<file path="config.mk">
export PLATFORM = sky130hd
export DESIGN_NAME = softex_cast_ctrl_flat
export DESIGN_NICKNAME = d
export VERILOG_FILES = /design/src/rtl/softex_pkg.sv /design/src/rtl/softex_cast_ctrl_if.sv /design/src/rtl/softex_cast_ctrl.sv /design/src/flat_wrapper.sv
export SDC_FILE = /design/constraint.sdc
export NUM_CORES = 1
export LEC_CHECK = 0
export ABC_AREA = 1
export BUFFER_PORTS_ARGS = -buffer_cell sky130_fd_sc_hd__buf_2
export CORE_MARGIN = 3
export CORE_UTILIZATION = 30
export CTS_CLUSTER_DIAMETER = 50
export DETAILED_ROUTE_END_ITERATION = 12
export PLACE_DENSITY = 0.62
export RECOVER_POWER = 100
export SLEW_MARGIN = 30
export SYNTH_ARGS = -nofsm -noshare
export SYNTH_HDL_FRONTEND = slang
export SYNTH_SLANG_ARGS = --single-unit
</file>
<file path="constraint.sdc">
create_clock -name clk_i -period 2.5 [get_ports clk_i]
set_input_delay 0 -clock clk_i [delete_from_list [all_inputs] [get_ports clk_i]]
set_output_delay 0 -clock clk_i [all_outputs]
set_load 0.05 [all_outputs]
</file>
<file path="src/rtl/softex_pkg.sv">
// Shared types and default widths for the SoftEx input cast sequencer.
package softex_pkg;

  localparam int unsigned LEN_W      = 16;
  localparam int unsigned INT_BITS_W = 8;
  localparam int unsigned PERF_W     = 32;

  typedef struct packed {
    logic                  enable;
    logic                  is_signed;
    logic [INT_BITS_W-1:0] int_bits;
  } cast_ctrl_t;

  typedef enum logic [1:0] {
    IDLE = 2'd0,
    RUN  = 2'd1,
    DONE = 2'd2
  } cast_state_e;

endpackage

</file>
<file path="src/rtl/softex_cast_ctrl_if.sv">
// Gated beat stream between the streamer source and the cast stage.
// Handshake: a beat transfers in a cycle where valid and ready are both high;
// valid must not wait on ready, and ready may depend combinationally on the far side.
interface softex_cast_ctrl_if;
  logic src_valid;
  logic src_ready;
  logic cast_valid;
  logic cast_ready;
  logic last;

  // master: the gating controller
  modport master (
    input  src_valid, cast_ready,
    output src_ready, cast_valid, last
  );

  // slave: source/cast-stage environment around the controller
  modport slave (
    output src_valid, cast_ready,
    input  src_ready, cast_valid, last
  );
endinterface

</file>
<file path="src/rtl/softex_cast_ctrl.sv">
// Job sequencer for the SoftEx input cast stage: latches cfg/len on start,
// passes exactly len beats, pulses done. Optional perf counters: SOFTEX_CAST_PERF_EN.
module softex_cast_ctrl
  import softex_pkg::*;
#(
  parameter int unsigned LEN_W  = softex_pkg::LEN_W,
  parameter int unsigned PERF_W = softex_pkg::PERF_W
) (
  input  logic                clk_i,
  input  logic                rst_i,
  input  logic                clear_i,
  input  logic                start_i,
  input  cast_ctrl_t          cfg_i,
  input  logic [LEN_W-1:0]    len_i,
  output cast_ctrl_t          ctrl_o,
  softex_cast_ctrl_if.master  stream,
  output logic                busy_o,
  output logic                done_o,
  output logic [PERF_W-1:0]   stall_cnt_o,
  output logic [PERF_W-1:0]   starve_cnt_o,
  output cast_state_e         state_o
);

  cast_state_e      state_q, state_d;
  logic [LEN_W-1:0] cnt_q;
  logic [LEN_W-1:0] len_q;
  cast_ctrl_t       ctrl_q;

  logic run;
  logic hs;
  logic last;
  logic start_acc;

  assign run       = (state_q == RUN);
  assign hs        = run & stream.src_valid & stream.cast_ready;
  assign last      = run & (cnt_q == (len_q - LEN_W'(1)));
  assign start_acc = (state_q == IDLE) & start_i & ~clear_i;

  assign stream.cast_valid = run & stream.src_valid;
  assign stream.src_ready  = run & stream.cast_ready;
  assign stream.last       = last;

  assign ctrl_o  = ctrl_q;
  assign busy_o  = (state_q != IDLE);
  assign done_o  = (state_q == DONE);
  assign state_o = state_q;

  always_comb begin
    state_d = state_q;
    if (clear_i) begin
      state_d = IDLE;
    end else begin
      case (state_q)
        IDLE:    if (start_i) state_d = (len_i == '0) ? DONE : RUN;
        RUN:     if (hs && last) state_d = DONE;
        DONE:    state_d = IDLE;
        default: state_d = IDLE;
      endcase
    end
  end

  always_ff @(posedge clk_i or posedge rst_i) begin
    if (rst_i) begin
      state_q <= IDLE;
      cnt_q   <= '0;
      len_q   <= '0;
      ctrl_q  <= '0;
    end else begin
      state_q <= state_d;
      if (clear_i) begin
        cnt_q <= '0;
      end else if (start_acc) begin
        cnt_q  <= '0;
        len_q  <= len_i;
        ctrl_q <= cfg_i;
      end else if (hs) begin
        cnt_q <= cnt_q + LEN_W'(1);
      end
    end
  end

`ifdef SOFTEX_CAST_PERF_EN
  logic [PERF_W-1:0] stall_q;
  logic [PERF_W-1:0] starve_q;

  // Both counters saturate rather than wrap so long jobs never read as short ones.
  always_ff @(posedge clk_i or posedge rst_i) begin
    if (rst_i) begin
      stall_q  <= '0;
      starve_q <= '0;
    end else if (clear_i || start_acc) begin
      stall_q  <= '0;
      starve_q <= '0;
    end else begin
      if (run && stream.cast_valid && !stream.cast_ready && (stall_q != '1))
        stall_q <= stall_q + PERF_W'(1);
      if (run && !stream.src_valid && (starve_q != '1))
        starve_q <= starve_q + PERF_W'(1);
    end
  end

  assign stall_cnt_o  = stall_q;
  assign starve_cnt_o = starve_q;
`else
  assign stall_cnt_o  = '0;
  assign starve_cnt_o = '0;
`endif

endmodule

</file>
<file path="src/flat_wrapper.sv">
// flat-port wrapper written by rule: the top's interface ports become plain ports
module softex_cast_ctrl_flat import softex_pkg::*;
#(
  parameter int unsigned LEN_W  = softex_pkg::LEN_W,
  parameter int unsigned PERF_W = softex_pkg::PERF_W
)
  (clk_i, rst_i, clear_i, start_i, cfg_i, len_i, ctrl_o, busy_o, done_o, stall_cnt_o, starve_cnt_o, state_o, stream_src_valid, stream_cast_ready, stream_src_ready, stream_cast_valid, stream_last);
  softex_cast_ctrl_if stream_i ();
  input  logic clk_i;
  input  logic rst_i;
  input  logic clear_i;
  input  logic start_i;
  input  cast_ctrl_t cfg_i;
  input  logic [LEN_W-1:0] len_i;
  output cast_ctrl_t ctrl_o;
  output logic busy_o;
  output logic done_o;
  output logic [PERF_W-1:0] stall_cnt_o;
  output logic [PERF_W-1:0] starve_cnt_o;
  output cast_state_e state_o;
  input wire logic [$bits(stream_i.src_valid)-1:0] stream_src_valid;
  input wire logic [$bits(stream_i.cast_ready)-1:0] stream_cast_ready;
  output wire logic [$bits(stream_i.src_ready)-1:0] stream_src_ready;
  output wire logic [$bits(stream_i.cast_valid)-1:0] stream_cast_valid;
  output wire logic [$bits(stream_i.last)-1:0] stream_last;
  assign stream_i.src_valid = stream_src_valid;
  assign stream_i.cast_ready = stream_cast_ready;
  assign stream_src_ready = stream_i.src_ready;
  assign stream_cast_valid = stream_i.cast_valid;
  assign stream_last = stream_i.last;
  softex_cast_ctrl #(.LEN_W(LEN_W), .PERF_W(PERF_W)) u_core (.clk_i(clk_i), .rst_i(rst_i), .clear_i(clear_i), .start_i(start_i), .cfg_i(cfg_i), .len_i(len_i), .ctrl_o(ctrl_o), .stream(stream_i), .busy_o(busy_o), .done_o(done_o), .stall_cnt_o(stall_cnt_o), .starve_cnt_o(starve_cnt_o), .state_o(state_o));
endmodule
</file>
# After elaboration in Yosys (flattened, before gate mapping)
# Cells that the tools add are included.
# W data, S select, Z words.
totals:
  out_inout_bits: 81
  wordCells: 35
  inputBits: 32
  regBits: 44
op_classes:
  add_sub_neg: 2
  muxes: 8
  n_reduce_logical: 7
  bitwise_logic: 7
  n_eq_ne: 5
ops:
  columns: ["operator", "count"]
  rows:
  - ["$mux W16", 3]
  - ["$add A16 B1 Y16 const B", 1]
  - ["$eq A16 B16 Y1", 1]
  - ["$logic_not A16 Y1", 1]
  - ["$sub A16 B1 Y16 const B", 1]
  - ["$mux W2", 4]
  - ["$and A1 B1 Y1", 6]
  - ["$ne A3 B3 Y1 const B", 2]
  - ["$pmux W2 S2", 1]
  - ["$reduce_and A2 Y1", 2]
  - ["$reduce_bool A3 Y1", 1]
  - ["$eq A2 B1 Y1 const B", 1]
  - ["$eq A2 B2 Y1 const B", 1]
  - ["$logic_not A2 Y1", 1]
  - ["$reduce_bool A2 Y1", 1]
  - ["$logic_and A1 B1 Y1", 1]
  - ["$not A1 Y1", 1]

# Depth between registers and ports, before layout
logic_depth:
  word_depth: 7
  mapped_depth: 13
  ltp_nobuf: 13

# Worst setup path after synthesis
# Ideal clock, no wire load.
synth_path:
  path_type: "reg-to-output"
  start: "register u_core.len_q[0]"
  end: "output stream_last"
  slack_ns: -0.280
  stages_incl_launch_ff: 9
  arrival_ns: 2.780
  n_path_buf: 0
  required_ns: 2.500
  cell_sequence: "dfrtp_1 > inv_1 > ha_1 > nand2_2 > nor2_4 > nand2_1 > xor2_1 > nand2_1 > nor4_1"
synth_via:
  elab_chain_cells: 3
synth_lines:
  columns: ["item", "line_no", "text"]
  rows:
  - ["start: declaration", "softex_cast_ctrl.sv:26", "logic [LEN_W-1:0] len_q;"]
  - ["start signal: assignment", "softex_cast_ctrl.sv:74", "len_q <= len_i;"]
  - ["$sub A16 B1 Y16", "softex_cast_ctrl.sv:36", "assign last = run & (cnt_q == (len_q - LEN_W'(1)));"]
  - ["$eq A16 B16 Y1", "softex_cast_ctrl.sv:36", null]
  - ["$and A1 B1 Y1", "softex_cast_ctrl.sv:36", null]
  - ["end: declaration", "flat_wrapper.sv:25", "output wire logic [$bits(stream_i.last)-1:0] stream_last;"]
# Every way passes these cells.

# Worst setup path after layout
# Same ends and word-level chain as after synthesis.

==> impl.org <==
** Synth
- The share of synthesized area in the top cell type comes to a little over a third.
- Mean instance size in the synthesized netlist :: 7.14 um2
- The Yosys step of the flow raised 0 warnings.
- Library cell occupying the most area in the post-synthesis netlist :: dfrtp_1
- Most instantiated library cell after synthesis :: nand2_1
- The synthesized design contains 44 register bits.
- Synthesis handed over a netlist of 441 instances.
- Synth Flop Type :: dfrtp_1
- Top cell types by occurrence after synthesis :: nand2_1 (141), buf_4 (65), inv_1 (46)
- In this run, distinct cell masters in the synthesized netlist total 33.
- Synth Cell Area :: 3150 um2
- Of all flip-flops after synthesis, the portion carrying an async set or reset was 100%.
- Post-synth EDFFs :: 0
- Top post-synthesis cells by area :: dfrtp_1 (35%), nand2_1 (17%), buf_4 (15%), inv_1 (5.5%), nor2_1 (4.8%)
- Part of the Yosys area used for sequential elements :: 34.9%

** Power
- Power spread over the standard cell area amounts to 709 nW/um2.
- In this run switching power makes up a little over two fifths of total power.
- Leakage power :: around 1.9 nW
- In this run the power spent charging and discharging nets is ~1.1 mW.
- Of the total power, the clock network draws 24.7%.
- Total chip power :: 2.59 mW
- Combinational logic is responsible for 39.6% of the overall power.
- Max rail drop VDD :: ~0.42 mV
- The internal power of the cells totals 1.47 mW.
- Sequential cell fraction of total power :: 35.7%

** Critical path
- Launching instance or port of the critical path :: u_core.len_q[0]
- Of all nets on the critical path, the largest fanout is 6.
- The critical path is of the reg -> out type.
- The number of cells on the worst reg-to-reg path is 10.
- Worst setup SP type :: register
- In this run the critical register-to-register path is launched from u_core.state_o[0].
- Required @ worst endpoint :: between 2 and 3 ns
- CP Data Arrival Time :: between 2 and 2.5 ns
- The worst setup path is captured at a primary output.

** STA
- Setup violations remaining at the end of the flow were counted as 0.
- Setup repair after global routing left no endpoint under its margin.
- Setup TNS after final layout :: 0 ns
- Max Transition Viols Final :: 0
- Worst-margin pin slew :: 1.08 ns
- Achievable frequency :: 439 MHz
- Hold violation count in the final report :: 0
- The worst pin sits at a relative slew slack of 28.0%.
- Subtracting the final worst setup slack from the clock period gives around 2.3 ns.
- Fin Clk Skew :: 0.00756 ns
- Of the available clock period, the critical path in the final layout requires 91.1%.

** CTS
- Latest clock arrival within the worst-skew pair :: 0.30 ns
- After clock tree synthesis, the clock-pin slew on the worst setup and hold paths is 0.09 ns.
- The clock tree synthesis step divided the H-tree into 2 levels.
- Post-CTS Resized :: 0
- TritonCTS clock tree :: yes
- CTS placed an instance of clkbuf_8 at the clock tree root.
- No sink is reached through more buffers than the 2 on the longest clock path.
- Buffers inserted during clock tree synthesis total 5.
- The clock drives 44 sinks.

** Final layout
- At the end of the flow, the number of nets in the layout was 551.
- Share of post-route cells with drive strength above 1 :: 12.2%
- Total inserted antenna cells :: 0
- Layout overhead on the synthesized area :: 15.9%
- Fill cells in the final layout number approximately 1.1k.

** Flow run
- Maximum capacitance violations :: 0

** Floorplanning
- Measured along the y axis, the die boundary spans approximately 110 um.
- The initialized floorplan defines 36 standard-cell rows.
- Die Footprint :: ~12000 um2
- The initial utilization of the core area, before any placement, comes to 31.5%.
- I/O pins :: ~110
- The total area inside the core boundary comes to 10000 um2.
- Measured along the x axis, the die boundary spans 108 um.

** Worst hold path
- The startpoint identified for the worst hold timing path is clear_i.
- The worst hold path was traced through 4 stages.
- Path class of the lowest-slack min-delay path :: in -> reg

** Global route
- After global routing the overflow that remains totals 0.
- In the global route stage, overall resource usage came out at 12.0%.
- The number of global-route vias before repair came to between 2k and 3k.
- Pin count of the biggest net entering global routing :: 45
- The first global-routing pass estimated between 10000 and 15000 um of wire.
- Initial antenna violation count :: 0

** Drt
- The routed design uses 415 um of met3 wire.
- Dividing the detail-routed wire length by the instance count gives between 10 and 15 um.
- First-iteration detailed-routing DRC count :: approximately 120
- The routed design uses 3290 um of met2 wire.
- DRC violation count after routing :: 0
- Final antenna-violating net count :: 0
- Total wirelength of the detailed-routed design :: 6810 um
- Wire length on met1 :: about 3000 um
- Via count :: 2681
- For this run, the detailed router's first-pass iteration total came to 4.
- Via density per instance :: 4.12
- Routed signal wires occupy layers up through met4.

** Place
- Buffers placed on the I/O ports in this run total 48.
- The wire-length estimate of the detail-placed layout is 5150 um.
- At the end of routability-driven placement, the weighted congestion stood at 0.829.

** Status
- Outcome :: complete, no violations
[state kept, by name, indices dropped and copies added (netlist names)]
signal and count:
u_core.cnt_q 16, u_core.ctrl_o 10, u_core.len_q 16, u_core.state_o 2
[cell type report]
class	count	area (um2)	area share, %
inverter	46	173	4.73
tap	133	166	4.56
clock inverter	2	60.1	1.64
multi-input combinational	342	1580	43.2
sequential	44	1100	30.1
clock buffer	5	68.8	1.88
timing repair buffer	78	504	13.8
[worst max-delay path: stages (launching register included)]
cell and delay (ns):
dfrtp_1 0.38, inv_1 0.13, ha_1 0.24, nand2_2 0.12, nor2_4 0.19, nand2_2 0.06, nand2_1 0.06, nand2_1 0.05
nor2_1 0.10, nand2_1 0.09, nor4_2 0.27, buf_2 0.31
[path summary, 6_finish.rpt]
kind | endpoint | slack, ns
worst max-delay path | stream_last | 0.22
worst min-delay path | u_core.state_o[1] | 0.006
worst max register to register | u_core.cnt_q[12] | 0.49
worst min register to register | u_core.ctrl_o[2] | 0.48
max in group asynchronous | u_core.cnt_q[11] | 1.25
min in group asynchronous | u_core.ctrl_o[6] | 0.58
[through the flow]
| stage | utilization [%] | cell area (um2) | cells | setup WS [ns] | hold slack, ns |
|---|---|---|---|---|---|
| after global routing | 36.5 | 3650 | 650 | 0.00423 | 0.0237 |
| after floorplan | - | 3390 | 504 | 0.288 | 0.117 |
| after global placement | 33.1 | 3310 | 616 | 0.575 | 0.173 |
| final | 36.5 | 3650 | 650 | 0.223 | 0.00644 |
| after CTS | 37.1 | 3710 | 650 | 0.185 | 0.00385 |
| after detailed placement | 33.1 | 3310 | 616 | 0.521 | 0.187 |
[layout by cell type, fill, tap and decap left out]
cell type / netlist / layout
nand2_1: 141 / 142
conb_1: 1 / 64
inv_1: 46 / 46
nor2_1: 40 / 44
dfrtp_1: 44 / 44
buf_2: 2 / 32
dlygate4sd3_1: 0 / 27
o21ai_0: 16 / 17
clkbuf_1: 5 / 17
xnor2_1: 9 / 9
xor2_1: 9 / 9
nand2_2: 8 / 7
a21oi_1: 7 / 7
nand3_1: 7 / 7
nor2_2: 9 / 5
nor4_1: 5 / 5
clkbuf_8: 0 / 5
nand3_2: 4 / 4
nor3_1: 2 / 3
nand4_1: 3 / 3
nor3_2: 3 / 2
a211oi_1: 2 / 2
ha_1: 2 / 2
bufinv_16: 0 / 2
clkbuf_2: 0 / 2
o221ai_1: 1 / 1
nor2_4: 1 / 1
nand3b_1: 1 / 1
and2_1: 1 / 1
a21oi_2: 1 / 1
o21ai_2: 1 / 1
nor4_2: 1 / 1
o211a_1: 1 / 1
a31oi_1: 1 / 1
nor3b_1: 1 / 1
[metal layers]
layer	vias to the layer above	global-route usage (%)
met5	-	0
met4	0	2.89
met2	102	21.4
li1	1373	-
met1	1198	15.2
met3	8	2.09
[kinds of logic (layout without fill, tap and decap cells)]
kind of cell	count (synthesis)	after routing	share of synthesized area, %
xor+xnor	18	18	5.00
other cells	1	64	0.119
flops	44	44	34.9
compound gates	31	31	5.64
buf+inv	118	131	21.9
fa+ha+maj	2	2	0.794
simple gates	227	227	31.6
[power by group through the flow]
| stage | clock (mW) | combinational, mW | sequential, mW |
|---|---|---|---|
| 6_report | 0.640 | 1.02 | 0.925 |
| 5_1_grt | 0.686 | 1.15 | 0.945 |
| 4_1_cts | 0.656 | 1.05 | 0.926 |
| 3_5_place_dp | 0 | 1.02 | 0.937 |
| 3_3_place_gp | 0 | 1.00 | 0.935 |
| 2_1_floorplan | 0 | 0.760 | 1.07 |
[timing repair]
item | CTS | global route
endpoints found under the hold margin | 70 | 0
hold buffers | 27 | 0
buffers inserted | 0 | 0
Power figures use the tool's default switching activity.
